$ cat config.mk
export PLATFORM = sky130hd
export DESIGN_NAME = mmio_hub_flat
export DESIGN_NICKNAME = d
export VERILOG_FILES = /design/src/rtl/mmio_hub_pkg.sv /design/src/rtl/mmio_hub_if.sv /design/src/rtl/mmio_hub_edge_event.sv /design/src/rtl/mmio_hub.sv /design/src/flat_wrapper.sv
export SDC_FILE = /design/constraint.sdc
export NUM_CORES = 1
export LEC_CHECK = 0
export CAP_MARGIN = 30
export CORE_ASPECT_RATIO = 1.5
export CORE_MARGIN = 2
export CORE_UTILIZATION = 35
export DETAILED_ROUTE_END_ITERATION = 8
export GPL_TIMING_DRIVEN = 0
export HOLD_SLACK_MARGIN = 0.06
export SKIP_LAST_GASP = 1
export SLEW_MARGIN = 20
export SYNTH_ARGS = -nofsm -noshare
export SYNTH_HDL_FRONTEND = slang
export SYNTH_SLANG_ARGS = --single-unit
$ cat constraint.sdc
create_clock -name clk -period 3.6 [get_ports clk]
set_clock_uncertainty 0.05 [all_clocks]
set_input_delay 0.54 -clock clk [delete_from_list [all_inputs] [get_ports clk]]
set_output_delay 0.54 -clock clk [all_outputs]
set_load 0.01 [all_outputs]
$ cat src/rtl/mmio_hub_pkg.sv
// Shared IO map for the MMIO hub: window base, register offsets, STATUS bit layout.
package mmio_hub_pkg;

    localparam logic [31:0] IO_BASE_DEF = 32'hFFFF_F000;

    localparam logic [7:0] OFF_SW     = 8'h00;
    localparam logic [7:0] OFF_KEY    = 8'h40;
    localparam logic [7:0] OFF_STATUS = 8'h44;
    localparam logic [7:0] OFF_TIMER  = 8'h48;
    localparam logic [7:0] OFF_CMP    = 8'h4C;
    localparam logic [7:0] OFF_LED    = 8'h60;
    localparam logic [7:0] OFF_SEG    = 8'h80;

    localparam int ST_BTN_PEND = 0;
    localparam int ST_TMR_HIT  = 1;

    typedef struct packed {
        logic       hit;
        logic       rd;
        logic       wr;
        logic [7:0] off;
    } io_req_t;

    function automatic logic io_window_hit(input logic [23:0] page, input logic [23:0] base_page);
        return page == base_page;
    endfunction

endpackage

$ cat src/rtl/mmio_hub_if.sv
// CPU-side load/store bus into the hub: the CPU is master, the hub is slave.
interface mmio_hub_if;
    logic [31:0] addr;
    logic        rd_en;
    logic        wr_en;
    logic [31:0] wdata;
    logic        mem_sel;
    logic [31:0] io_rdata;
    logic        io_rvalid;

    modport master (
        output addr, rd_en, wr_en, wdata,
        input  mem_sel, io_rdata, io_rvalid
    );

    modport slave (
        input  addr, rd_en, wr_en, wdata,
        output mem_sel, io_rdata, io_rvalid
    );
endinterface

$ cat src/rtl/mmio_hub_edge_event.sv
// Async level -> 2-flop synchroniser -> rising-edge detect -> sticky flag; a new edge beats a clear.
module edge_event (
    input  logic clk,
    input  logic rst,
    input  logic in_i,
    input  logic clr_i,
    output logic flag_o
);
    logic s1_q, s2_q, s3_q;
    logic flag_q, flag_d;

    always_comb begin
        flag_d = flag_q;
        if (s2_q & ~s3_q) begin
            flag_d = 1'b1;
        end else if (clr_i) begin
            flag_d = 1'b0;
        end
    end

    always_ff @(posedge clk) begin
        if (rst) begin
            s1_q   <= 1'b0;
            s2_q   <= 1'b0;
            s3_q   <= 1'b0;
            flag_q <= 1'b0;
        end else begin
            s1_q   <= in_i;
            s2_q   <= s1_q;
            s3_q   <= s2_q;
            flag_q <= flag_d;
        end
    end

    assign flag_o = flag_q;
endmodule

$ cat src/rtl/mmio_hub.sv
// MMIO hub: splits CPU accesses into DMem vs IO and owns switch/key/button/timer/LED/seg registers.
module mmio_hub
    import mmio_hub_pkg::*;
#(
    parameter logic [31:0] IO_BASE = IO_BASE_DEF,
    parameter int          NUM_SW  = 2,
    parameter int          SW_W    = 12,
    parameter int          NUM_LED = 1,
    parameter int          LED_W   = 16,
    parameter int          TIMER_W = 32
) (
    input  logic                     clk,
    input  logic                     rst,
    mmio_hub_if.slave                bus,
    input  logic [NUM_SW*SW_W-1:0]   sw_i,
    input  logic [31:0]              key_i,
    input  logic                     btn_i,
    output logic [NUM_LED*LED_W-1:0] led_o,
    output logic [31:0]              seg_o,
    output logic                     seg_upd_o
);
    io_req_t req;

    always_comb begin
        req.hit = io_window_hit(bus.addr[31:8], IO_BASE[31:8]);
        req.wr  = bus.wr_en & req.hit;
        // a store wins over a simultaneous load; the load gets no response
        req.rd  = bus.rd_en & ~bus.wr_en & req.hit;
        req.off = {bus.addr[7:2], 2'b00};
    end

    assign bus.mem_sel = ~req.hit;

    logic unused_bits;
    assign unused_bits = ^{bus.addr[1:0], bus.wdata};

    logic [NUM_SW*SW_W-1:0]   sw_s1_q, sw_s2_q;
    logic [TIMER_W-1:0]       timer_q, timer_d, cmp_q, cmp_d;
    logic                     tmr_hit_q, tmr_hit_d;
    logic [NUM_LED*LED_W-1:0] led_q, led_d;
    logic [31:0]              seg_q, seg_d;
    logic                     seg_upd_q, seg_upd_d;
    logic [31:0]              io_rdata_q, rdata_mux, status;
    logic                     io_rvalid_q;
    logic                     status_rd;
    logic                     btn_pend;

    assign status_rd = req.rd && (req.off == OFF_STATUS);

    edge_event u_btn (
        .clk    (clk),
        .rst    (rst),
        .in_i   (btn_i),
        .clr_i  (status_rd),
        .flag_o (btn_pend)
    );

    // hit is flagged on the edge where the timer reaches CMP, so it is visible while timer==CMP
    always_comb begin
        timer_d   = timer_q + TIMER_W'(1);
        cmp_d     = cmp_q;
        if (req.wr && req.off == OFF_TIMER) timer_d = bus.wdata[TIMER_W-1:0];
        if (req.wr && req.off == OFF_CMP)   cmp_d   = bus.wdata[TIMER_W-1:0];
        tmr_hit_d = tmr_hit_q;
        if (timer_d == cmp_d) begin
            tmr_hit_d = 1'b1;
        end else if (status_rd) begin
            tmr_hit_d = 1'b0;
        end
    end

    always_comb begin
        led_d     = led_q;
        for (int j = 0; j < NUM_LED; j++) begin
            if (req.wr && req.off == OFF_LED + 8'(4 * j)) led_d[j*LED_W +: LED_W] = bus.wdata[LED_W-1:0];
        end
        seg_upd_d = req.wr && (req.off == OFF_SEG);
        seg_d     = seg_upd_d ? bus.wdata : seg_q;
    end

    always_comb begin
        status              = '0;
        status[ST_BTN_PEND] = btn_pend;
        status[ST_TMR_HIT]  = tmr_hit_q;
        rdata_mux           = '0;
        case (req.off)
            OFF_KEY:    rdata_mux = key_i;
            OFF_STATUS: rdata_mux = status;
            OFF_TIMER:  rdata_mux = 32'(timer_q);
            OFF_CMP:    rdata_mux = 32'(cmp_q);
            OFF_SEG:    rdata_mux = seg_q;
            default:    rdata_mux = '0;
        endcase
        for (int i = 0; i < NUM_SW; i++) begin
            if (req.off == OFF_SW + 8'(4 * i)) rdata_mux = 32'(sw_s2_q[i*SW_W +: SW_W]);
        end
        for (int j = 0; j < NUM_LED; j++) begin
            if (req.off == OFF_LED + 8'(4 * j)) rdata_mux = 32'(led_q[j*LED_W +: LED_W]);
        end
    end

    always_ff @(posedge clk) begin
        if (rst) begin
            sw_s1_q     <= '0;
            sw_s2_q     <= '0;
            timer_q     <= '0;
            cmp_q       <= '1;
            tmr_hit_q   <= 1'b0;
            led_q       <= '0;
            seg_q       <= '0;
            seg_upd_q   <= 1'b0;
            io_rdata_q  <= '0;
            io_rvalid_q <= 1'b0;
        end else begin
            sw_s1_q     <= sw_i;
            sw_s2_q     <= sw_s1_q;
            timer_q     <= timer_d;
            cmp_q       <= cmp_d;
            tmr_hit_q   <= tmr_hit_d;
            led_q       <= led_d;
            seg_q       <= seg_d;
            seg_upd_q   <= seg_upd_d;
            io_rvalid_q <= req.rd;
            if (req.rd) io_rdata_q <= rdata_mux;
        end
    end

    assign bus.io_rdata  = io_rdata_q;
    assign bus.io_rvalid = io_rvalid_q;
    assign led_o         = led_q;
    assign seg_o         = seg_q;
    assign seg_upd_o     = seg_upd_q;
endmodule
$ cat src/flat_wrapper.sv
// flat-port wrapper written by rule: the top's interface ports become plain ports
module mmio_hub_flat import mmio_hub_pkg::*;
#(
    parameter logic [31:0] IO_BASE = IO_BASE_DEF,
    parameter int          NUM_SW  = 2,
    parameter int          SW_W    = 12,
    parameter int          NUM_LED = 1,
    parameter int          LED_W   = 16,
    parameter int          TIMER_W = 32
)
  (clk, rst, sw_i, key_i, btn_i, led_o, seg_o, seg_upd_o, bus_addr, bus_rd_en, bus_wr_en, bus_wdata, bus_mem_sel, bus_io_rdata, bus_io_rvalid);
  mmio_hub_if bus_i ();
  input  logic clk;
  input  logic rst;
  input  logic [NUM_SW*SW_W-1:0] sw_i;
  input  logic [31:0] key_i;
  input  logic btn_i;
  output logic [NUM_LED*LED_W-1:0] led_o;
  output logic [31:0] seg_o;
  output logic seg_upd_o;
  input wire logic [$bits(bus_i.addr)-1:0] bus_addr;
  input wire logic [$bits(bus_i.rd_en)-1:0] bus_rd_en;
  input wire logic [$bits(bus_i.wr_en)-1:0] bus_wr_en;
  input wire logic [$bits(bus_i.wdata)-1:0] bus_wdata;
  output wire logic [$bits(bus_i.mem_sel)-1:0] bus_mem_sel;
  output wire logic [$bits(bus_i.io_rdata)-1:0] bus_io_rdata;
  output wire logic [$bits(bus_i.io_rvalid)-1:0] bus_io_rvalid;
  assign bus_i.addr = bus_addr;
  assign bus_i.rd_en = bus_rd_en;
  assign bus_i.wr_en = bus_wr_en;
  assign bus_i.wdata = bus_wdata;
  assign bus_mem_sel = bus_i.mem_sel;
  assign bus_io_rdata = bus_i.io_rdata;
  assign bus_io_rvalid = bus_i.io_rvalid;
  mmio_hub #(.IO_BASE(IO_BASE), .NUM_SW(NUM_SW), .SW_W(SW_W), .NUM_LED(NUM_LED), .LED_W(LED_W), .TIMER_W(TIMER_W)) u_core (.clk(clk), .rst(rst), .bus(bus_i), .sw_i(sw_i), .key_i(key_i), .btn_i(btn_i), .led_o(led_o), .seg_o(seg_o), .seg_upd_o(seg_upd_o));
endmodule
Yosys cells after proc, flatten, opt, wreduce, memory -nomap -nowiden --
Cells that the tools add are included.
Storage, ports and cells: memory bits (writable) 0, output and inout bits 83, ROM bits 0, flip-flop bits (word level) 199, latch bits 0, word-level logic and storage cells 48, memories kept 0
Cells by class: reduce and logical (&&, ||, !) cells 8, divide/modulo/power cells 0, add/sub/neg operators 1, shift-type cells 0, $mul 0, muxes and demuxes 9, $lt $le $gt $ge 0, bitwise operators 7, equal/unequal tests 9
Operators with widths (number):
- $mux 32 | 5
- $pmux 32 s5 | 1
- $add 32x1->32 const B | 1
- $eq 32x32->1 | 1
- $eq 6x5->1 const B | 5
- $eq 24x24->1 const B | 1
- $logic_not 8->1 | 1
- $eq 6x1->1 const B | 1
- $eq 6x6->1 const B | 1
- $logic_and 1x1->1 | 5
- $and 1x1->1 | 4
- $reduce_bool 2->1 | 2
- $mux 1 | 3
- $not 1->1 | 3

Longest topological paths before layout --
Gate-level depths: netlist of run 1.
depth in word-level cells 6, mapped depth 11

Hierarchy --
Synthesis of run 1 repeated with hierarchy kept, for this count alone.
Second synthesis, totals: cell total of the unflattened synthesis 1195, area, all modules 9954.5 µm²
Modules (own cells, without submodules):
- mmio_hub | cells an instance 1185, sequential area each 3903.7 µm², times used 1, area an instance 9824.4 µm²
- edge_event | cells an instance 10, sequential area each 80.1 µm², times used 1, area an instance 130.1 µm²

Worst setup path before layout of run 1 --
Ideal clock, no wire load.
path kind register to register, start point register u_core.timer_q[0], end point register u_core.tmr_hit_q, arrival time 2.976 ns, stages on the path, launching flop included 12, slack 0.487 ns, data required time 3.463 ns, buffers on the path 1, cell sequence dfxtp_1 -> ha_1 -> nand3_1 -> or4_1 -> clkbuf_1 -> nor2_1 -> xnor2_1 -> xnor2_1 -> nor4_1 -> o21ai_0 -> or4_1 -> o31ai_1
Between the ends: cells in the longest elaborated chain, start to end 4, elaborated cells on any way between the ends 5, classes of those cells add/sub: 1; eq/ne: 1; mux: 2; reduce/logical: 1
RTL lines:
- start: declaration | RTL line mmio_hub.sv:38 | logic [TIMER_W-1:0] timer_q, timer_d, cmp_q, cmp_d;
- start signal: assignment | RTL line mmio_hub.sv:117 | timer_q <= timer_d;
- $add 32x1->32 (*) | RTL line mmio_hub.sv:60 | timer_d = timer_q + TIMER_W'(1);
- $mux 32 (*) | RTL line mmio_hub.sv:62 | if (req.wr && req.off == OFF_TIMER) timer_d = bus.wdata[TIMER_W-1:0];
- $eq 32x32->1 (*) | RTL line mmio_hub.sv:65 | if (timer_d == cmp_d) begin
- $mux 1 / $reduce_bool 2->1 (equally long branches)
- end signal: assignment | RTL line mmio_hub.sv:119 | tmr_hit_q <= tmr_hit_d;
- end: declaration | RTL line mmio_hub.sv:39 | logic tmr_hit_q, tmr_hit_d;
Mark *: on every way between the ends. The rest lies on a longest branch, timed or not. A chain may end at the register's enable or synchronous reset.

Worst setup path after layout of run 1 --
start point register u_core.timer_q[2], end point register u_core.tmr_hit_q
The elaborated chain is that of the path after synthesis.

==> flow_summary.ini, run 1 <==
[timing]
setup_repair_after_global_routing_missed_its_margin = true
final_period_minus_worst_setup_slack_ns = 3.55
slew-limit-headroom_pct = 38.8
final_critical_path_share_of_the_clock_period_pct = 98.5
finalSetupViolCount = 0
timing.final.max_slew_violations = 0
final.setup.tns_ns = 0
fin_hold_ws_ns = 0.384
finalHoldViolations = 0
worst-slew-pin-transition_ns = 0.914
maxClockFrequency_mhz = 282

[synthesis]
synthesis.area_per_instance_um2 = 8.27
syn_area_mm2 = 0.00979
synthDistinctLibCells = 59
synth-seq-cells = 199
synth-edff-count = 0
synth.yosys.seq_area_share_pct = 40.7
synth-async-reset-ratio_pct = 0
synthCells = 1184
synth-warning-count = 0
syn-num-nets = 1310
synth-main-ff-cell = dfxtp_1

[setup_path]
worst_ep_required_time_ns = 3.92
crit_path_max_incr_delay_ns = 0.63
critical_path.n_buffers_inverters = 2
worst_path_dominant_cell_family = simple AND/OR/NAND/NOR gates
timing.critical_path.to_type = flop
critical_path.most_common_cell = xnor2_1
cp_max_fo = 10
timing.critical_path.cells = clkbuf_4 -> nand3_4 -> or3_1 -> buf_6 -> nor4_2 -> xnor2_1 -> a21oi_1 -> xnor2_1 -> a31oi_1 -> or4b_1 -> o31ai_1
worstPathArrival_ns = 3.86
worst_path_max_delay_cell = or4b_1
critPathKind = flop to flop
crit_path_start_kind = flop

[detailed_routing]
detail_route.iter0.violations = 499
postRouteAntennaNets = 0
drtPass1Iterations = 5
route.final.wire_length_um = 37700
vias = 9587
drt_via_density = 5.45
drt_drc_violations_left = 0
avgRoutedWirePerCell_um = 21.4

[global_route]
grt_pass1_wl_um = 56800
global_route.usage.total_pct = 25.7
pin_count_of_the_biggest_net_entering_global_routing = 18
via_count_of_the_first_global_routing_pass = 9705
globalRouteOverflowTotal = 0
antenna_found_initial = 0

[die]
floorplan.die.width_um = 141
floorplan.die.height_um = 209
floorplan.rows = 75
io_pins = 208
core_area_mm2 = 0.0278
floorplan.initialDensity_pct = 35.3
die-area_mm2 = 0.0294

[cells_and_area]
final.fill_count = 2747
layout-drive-gt1-share_pct = 5.45
area_growth_syn_to_layout_pct = 31.8
most_common_cell_after_layout_fill_and_taps_aside = clkdlybuf4s50_1
final_cell_mix = clkdlybuf4s50_1 (195), nand2_1 (194), dfxtp_1 (193)
final_nets = 1525
antenna_cells_inserted = 0

[cts]
numClockSinks = 199
cts.hold.buffers_added = 0
clk_path_buf_depth = 2
cts_tree = yes
root_buffer = clkbuf_16
htree_num_levels = 4
clock_latency_ns = 0.45
path_clk_slew_ns = 0.07
tritoncts.num_buffers = 17

[pwr]
cellLeakagePower_nw = 4.39
power_per_cell_area_mw_per_mm2 = 360
ir_worst_vdd_mv = 0.331

[place]
port_buffers = 195
globalplace.congestion = 0.949
detailedPlacementHpwl_um = 29100

[flow_run]
cap_violations = 0

[hold_path]
timing.hold.worst.class = flop to flop

[run_status]
outcome = completed
-- state kept, by name, summed over array words and instances, names as in the netlist --
signal,cells
u_core.bus.io_rdata,32
u_core.bus.io_rvalid,1
u_core.cmp_q,32
u_core.led_o,16
u_core.seg_o,32
u_core.seg_upd_o,1
u_core.sw_s1_q,24
u_core.sw_s2_q,24
u_core.timer_q,32
u_core.tmr_hit_q,1
u_core.u_btn.flag_o,1
u_core.u_btn.s1_q,1
u_core.u_btn.s2_q,1
u_core.u_btn.s3_q,1
-- final timing paths --
| kind | to | cells after the start | slack [ns] | from |
|---|---|---|---|---|
| worst min-delay path | u_core.sw_s2_q[9]$_SDFF_PP0_ | 1 | 0.38 | u_core.sw_s1_q[9]$_SDFF_PP0_ |
| worst max register to register | u_core.tmr_hit_q$_SDFFE_PP0P_ | 11 | 0.05 | u_core.timer_q[2]$_SDFF_PP0_ |
| worst min register to register | u_core.sw_s2_q[9]$_SDFF_PP0_ | 1 | 0.38 | u_core.sw_s1_q[9]$_SDFF_PP0_ |
| worst max-delay path | u_core.tmr_hit_q$_SDFFE_PP0P_ | 11 | 0.05 | u_core.timer_q[2]$_SDFF_PP0_ |
-- routing by layer --
metal | track usage (%) | share of wire [%] | wire length (um)
met1 | 27.7 | 38 | 14300
met5 | 0 | 0 | 0
met2 | 46.9 | 51 | 19400
met4 | 14.6 | 5.7 | 2150
met3 | 4.47 | 5.1 | 1920
-- worst reg2reg max path, cell delays in order (launching register included) --
cell      delay [ns]
dfxtp_1         0.31
clkbuf_4        0.20
nand3_4         0.16
or3_1           0.40
buf_6           0.16
nor4_2          0.40
xnor2_1         0.23
a21oi_1         0.13
xnor2_1         0.37
a31oi_1         0.13
or4b_1          0.63
o31ai_1         0.28
-- what timing repair did --
| action | in CTS | in global routing |
|---|---|---|
| resized for setup | 13 | 16 |
| pin swaps | 1 | 0 |
| setup buffers | 1 | 0 |
| endpoints found under the setup margin | 29 | 35 |
-- stage by stage --
| step | instances | setup slack, ns | area, um^2 | utilization, % | total power [W] |
|---|---|---|---|---|---|
| after floorplan | 1184 | 0.487 | 9790 | - | 0.00246 |
| after global placement | 1725 | -0.891 | 12200 | 43.8 | 0.00270 |
| after detailed placement | 1728 | -0.647 | 12200 | 43.9 | 0.00270 |
| after CTS | 1760 | 0.0277 | 12900 | 46.3 | 0.00467 |
| after global routing | 1758 | -0.0497 | 12900 | 46.5 | 0.00478 |
| final | 1758 | 0.0543 | 12900 | 46.5 | 0.00465 |
-- cell families (layout without fill, tap and decap cells) --
logic type      Yosys count  in the layout  share of synthesized area [%]
compound gates          248            248                           17.4
xor+xnor                 84             84                           7.65
fa+ha+maj                 1              1                          0.128
buf+inv                 105            333                           4.16
flops                   199            199                           40.7
mux                      69             69                           7.07
simple gates            478            478                           23.0
-- cell type report --
type	instances	area [um^2]	share of cell area, %
Multi-Input combinational cell	880	5500	42.6
Sequential cell	199	3990	30.9
Timing Repair Buffer	199	1980	15.3
Clock buffer	20	467	3.61
Tap cell	346	433	3.35
Buffer	88	352	2.72
Clock inverter	12	143	1.10
Inverter	14	52.6	0.407
-- report_power, final --
part	switching, W	internal (W)	total, W	leakage (nW)
Combinational	0.000222	0.000193	0.000415	2.47
Sequential	0.00000942	0.00223	0.00224	1.62
Clock	0.000908	0.00109	0.00200	0.296
-- cell usage after synthesis (12+ instances only) --
cell / number / area, um^2
clkbuf_1: 76 / 285
a22o_1: 17 / 149
inv_1: 13 / 48.8
a21oi_1: 81 / 405
nand2_1: 196 / 736
a211oi_1: 28 / 210
a22oi_1: 33 / 248
a311oi_1: 19 / 166
o22ai_1: 12 / 75.1
xor2_1: 26 / 228
dfxtp_1: 199 / 3980
nor2_1: 114 / 428
nor3_1: 20 / 100
nand3_1: 15 / 75.1
nor2b_1: 54 / 338
mux2i_1: 68 / 681
nand4_1: 19 / 119
o21ai_0: 12 / 60.1
xnor2_1: 57 / 499
Power figures use the tool's default switching activity.
==> run 2: changes to the inputs <==
--- a/config.mk
+++ b/config.mk
@@ -10,6 +10,7 @@
 export CORE_MARGIN = 2
 export CORE_UTILIZATION = 35
 export DETAILED_ROUTE_END_ITERATION = 8
+export GPL_ROUTABILITY_DRIVEN = 1
 export GPL_TIMING_DRIVEN = 0
 export HOLD_SLACK_MARGIN = 0.06
 export SKIP_LAST_GASP = 1
==> results of run 2 <==
The final DEF is identical to that of run 1; final timing and power are the same.
==> edit, RTL diff (settings of run 1) <==
The output `seg_upd_o` loses its register stage (`seg_upd_q` becomes a continuous assignment).
--- a/src/rtl/mmio_hub.sv
+++ b/src/rtl/mmio_hub.sv
@@ -110,3 +110,2 @@
             seg_q       <= '0;
-            seg_upd_q   <= 1'b0;
             io_rdata_q  <= '0;
@@ -121,3 +120,2 @@
             seg_q       <= seg_d;
-            seg_upd_q   <= seg_upd_d;
             io_rvalid_q <= req.rd;
@@ -126,2 +124,4 @@
     end
+
+    assign seg_upd_q = seg_upd_d;
 
Function: changed (a bounded check fails within 4 cycles, from zero or initial values and one cycle with rst high).
==> edit against run 1 <==
The flow now finishes with violations (setup timing). Routed wire length is 4.9% higher. Global-route usage is 0.82 points higher. Design area is 0.16% higher. Sequential cell count is 1 lower. Worst setup slack worse by 91 ps. Area after synthesis hardly changed. Total power is 2.1% higher. Sequential share of layout area is 0.25 points lower. Critical path type is now in2out.
==> edit: results (changes against run 1) <==
timing:
  timing.max_slew.rel_slack: 0.444  # was 0.388
  timing.final.setup_violations: 1  # was 0
  final_critical_path_setup_slack_ps: -36.3  # was 54.3 ps
synthesis:
  synth.lib_cells_used.distinct: 66  # was 59
  synthTopCellsByCount: "sky130_fd_sc_hd__dfxtp_1, sky130_fd_sc_hd__nand2_1, sky130_fd_sc_hd__nor2_1"  # unchanged
  synth_seq_area_share: 0.405  # was 0.407
  synthTopCellsByArea: "sky130_fd_sc_hd__dfxtp_1, sky130_fd_sc_hd__nand2_1, sky130_fd_sc_hd__nor2b_1"  # was sky130_fd_sc_hd__dfxtp_1, sky130_fd_sc_hd__nand2_1, sky130_fd_sc_hd__mux2i_1
placement:
  place.gp.congestion: 0.994  # was 0.949
  hpwlAfterDp_um: 30400  # was 29100 µm
setup_path:
  worstPathArrival_ps: 3050  # was 3860 ps
  reg2reg_setup_slack_ps: 160  # was 50 ps
  cpPeakStageDelay_ps: 560  # was 630 ps
  worst-path-max-fanout: 6  # was 10
  worst_setup_path_startpoint: "bus_addr[10]"  # was u_core.timer_q[2]
  cpMaxStageDelayCell: "sky130_fd_sc_hd__clkdlybuf4s50_1"  # was sky130_fd_sc_hd__or4b_1
route:
  met2RoutedLength_um: 20400  # was 19400 µm
  wl_met3_um: 1770  # was 1920 µm
  iteration_0_drc_markers: 670  # was 499
  routed-via-count: 9882  # was 9587
run_status:
  outcome: "complete, but fails checks"  # was complete, no violations
  violated_checks: "setup timing"
grt:
  grt_met3_usage: 0.0344  # was 0.0447
  global_route_wire_length_before_repair_um: 58400  # was 56800 µm
  groute.layer.met1.usage: 0.283  # was 0.277
pwr:
  ir_drop_v: 0.000356  # was 0.000331 V
cells_and_area:
  fin_nets: 1528  # was 1525
## edit: changes by cell type after synthesis, sizes merged, moves of 18 or more
cell	run 1	this run
mux2i	68	18
nor2b	54	86
a211o	2	31
a22oi	33	14
nor2	115	96
a222oi	0	18
## edit: final cells by class
type | count | area share
Buffer | 98 | 0.0325
Timing Repair Buffer | 200 | 0.154
Antenna cell | 2 | 0.000387
Sequential cell | 198 | 0.307
Inverter | 10 | 0.00319
Tap cell | 346 | 0.0335
Clock inverter | 15 | 0.0168
Multi-Input combinational cell | 877 | 0.420
Clock buffer | 17 | 0.0329
## edit: logic make-up after synthesis
group	after synthesis	synth area share
AO/OA/AOI/OAI	268	0.195
buffers and inverters	109	0.0460
XOR/XNOR	96	0.0859
adder cells (fa/ha/maj)	1	0.00128
AND/OR/NAND/NOR	492	0.244
multiplexers	20	0.0230
flip-flops	198	0.405
## edit: metrics by stage
step	instance area [µm²]	power, mW	setup TNS [ps]
after floorplan	9790	2.45	0
after global placement	12200	2.69	-116850
after detailed placement	12200	2.69	-58930
after CTS	12900	4.76	-242
after global routing	12900	4.87	-206
final	12900	4.75	-36.3
## edit: worst min path at each step
stage,cells after the start,slack (ps),end,startpoint
after floorplan,1,360,u_core.sw_s2_q[0],u_core.sw_s1_q[0]
after global placement,1,370,u_core.sw_s2_q[13],u_core.sw_s1_q[13]
after detailed placement,1,370,u_core.sw_s2_q[22],u_core.sw_s1_q[22]
after CTS,1,390,u_core.sw_s2_q[7],u_core.sw_s1_q[7]
after global routing,1,400,u_core.sw_s2_q[7],u_core.sw_s1_q[7]
final,1,390,u_core.sw_s2_q[0],u_core.sw_s1_q[0]
## edit: timing repair
action | CTS | global route
endpoints found under the setup margin | 67 | 43
hold endpoints to repair | 0 | 0
resized for setup | 15 | 11
buffers inserted | 1 | 1
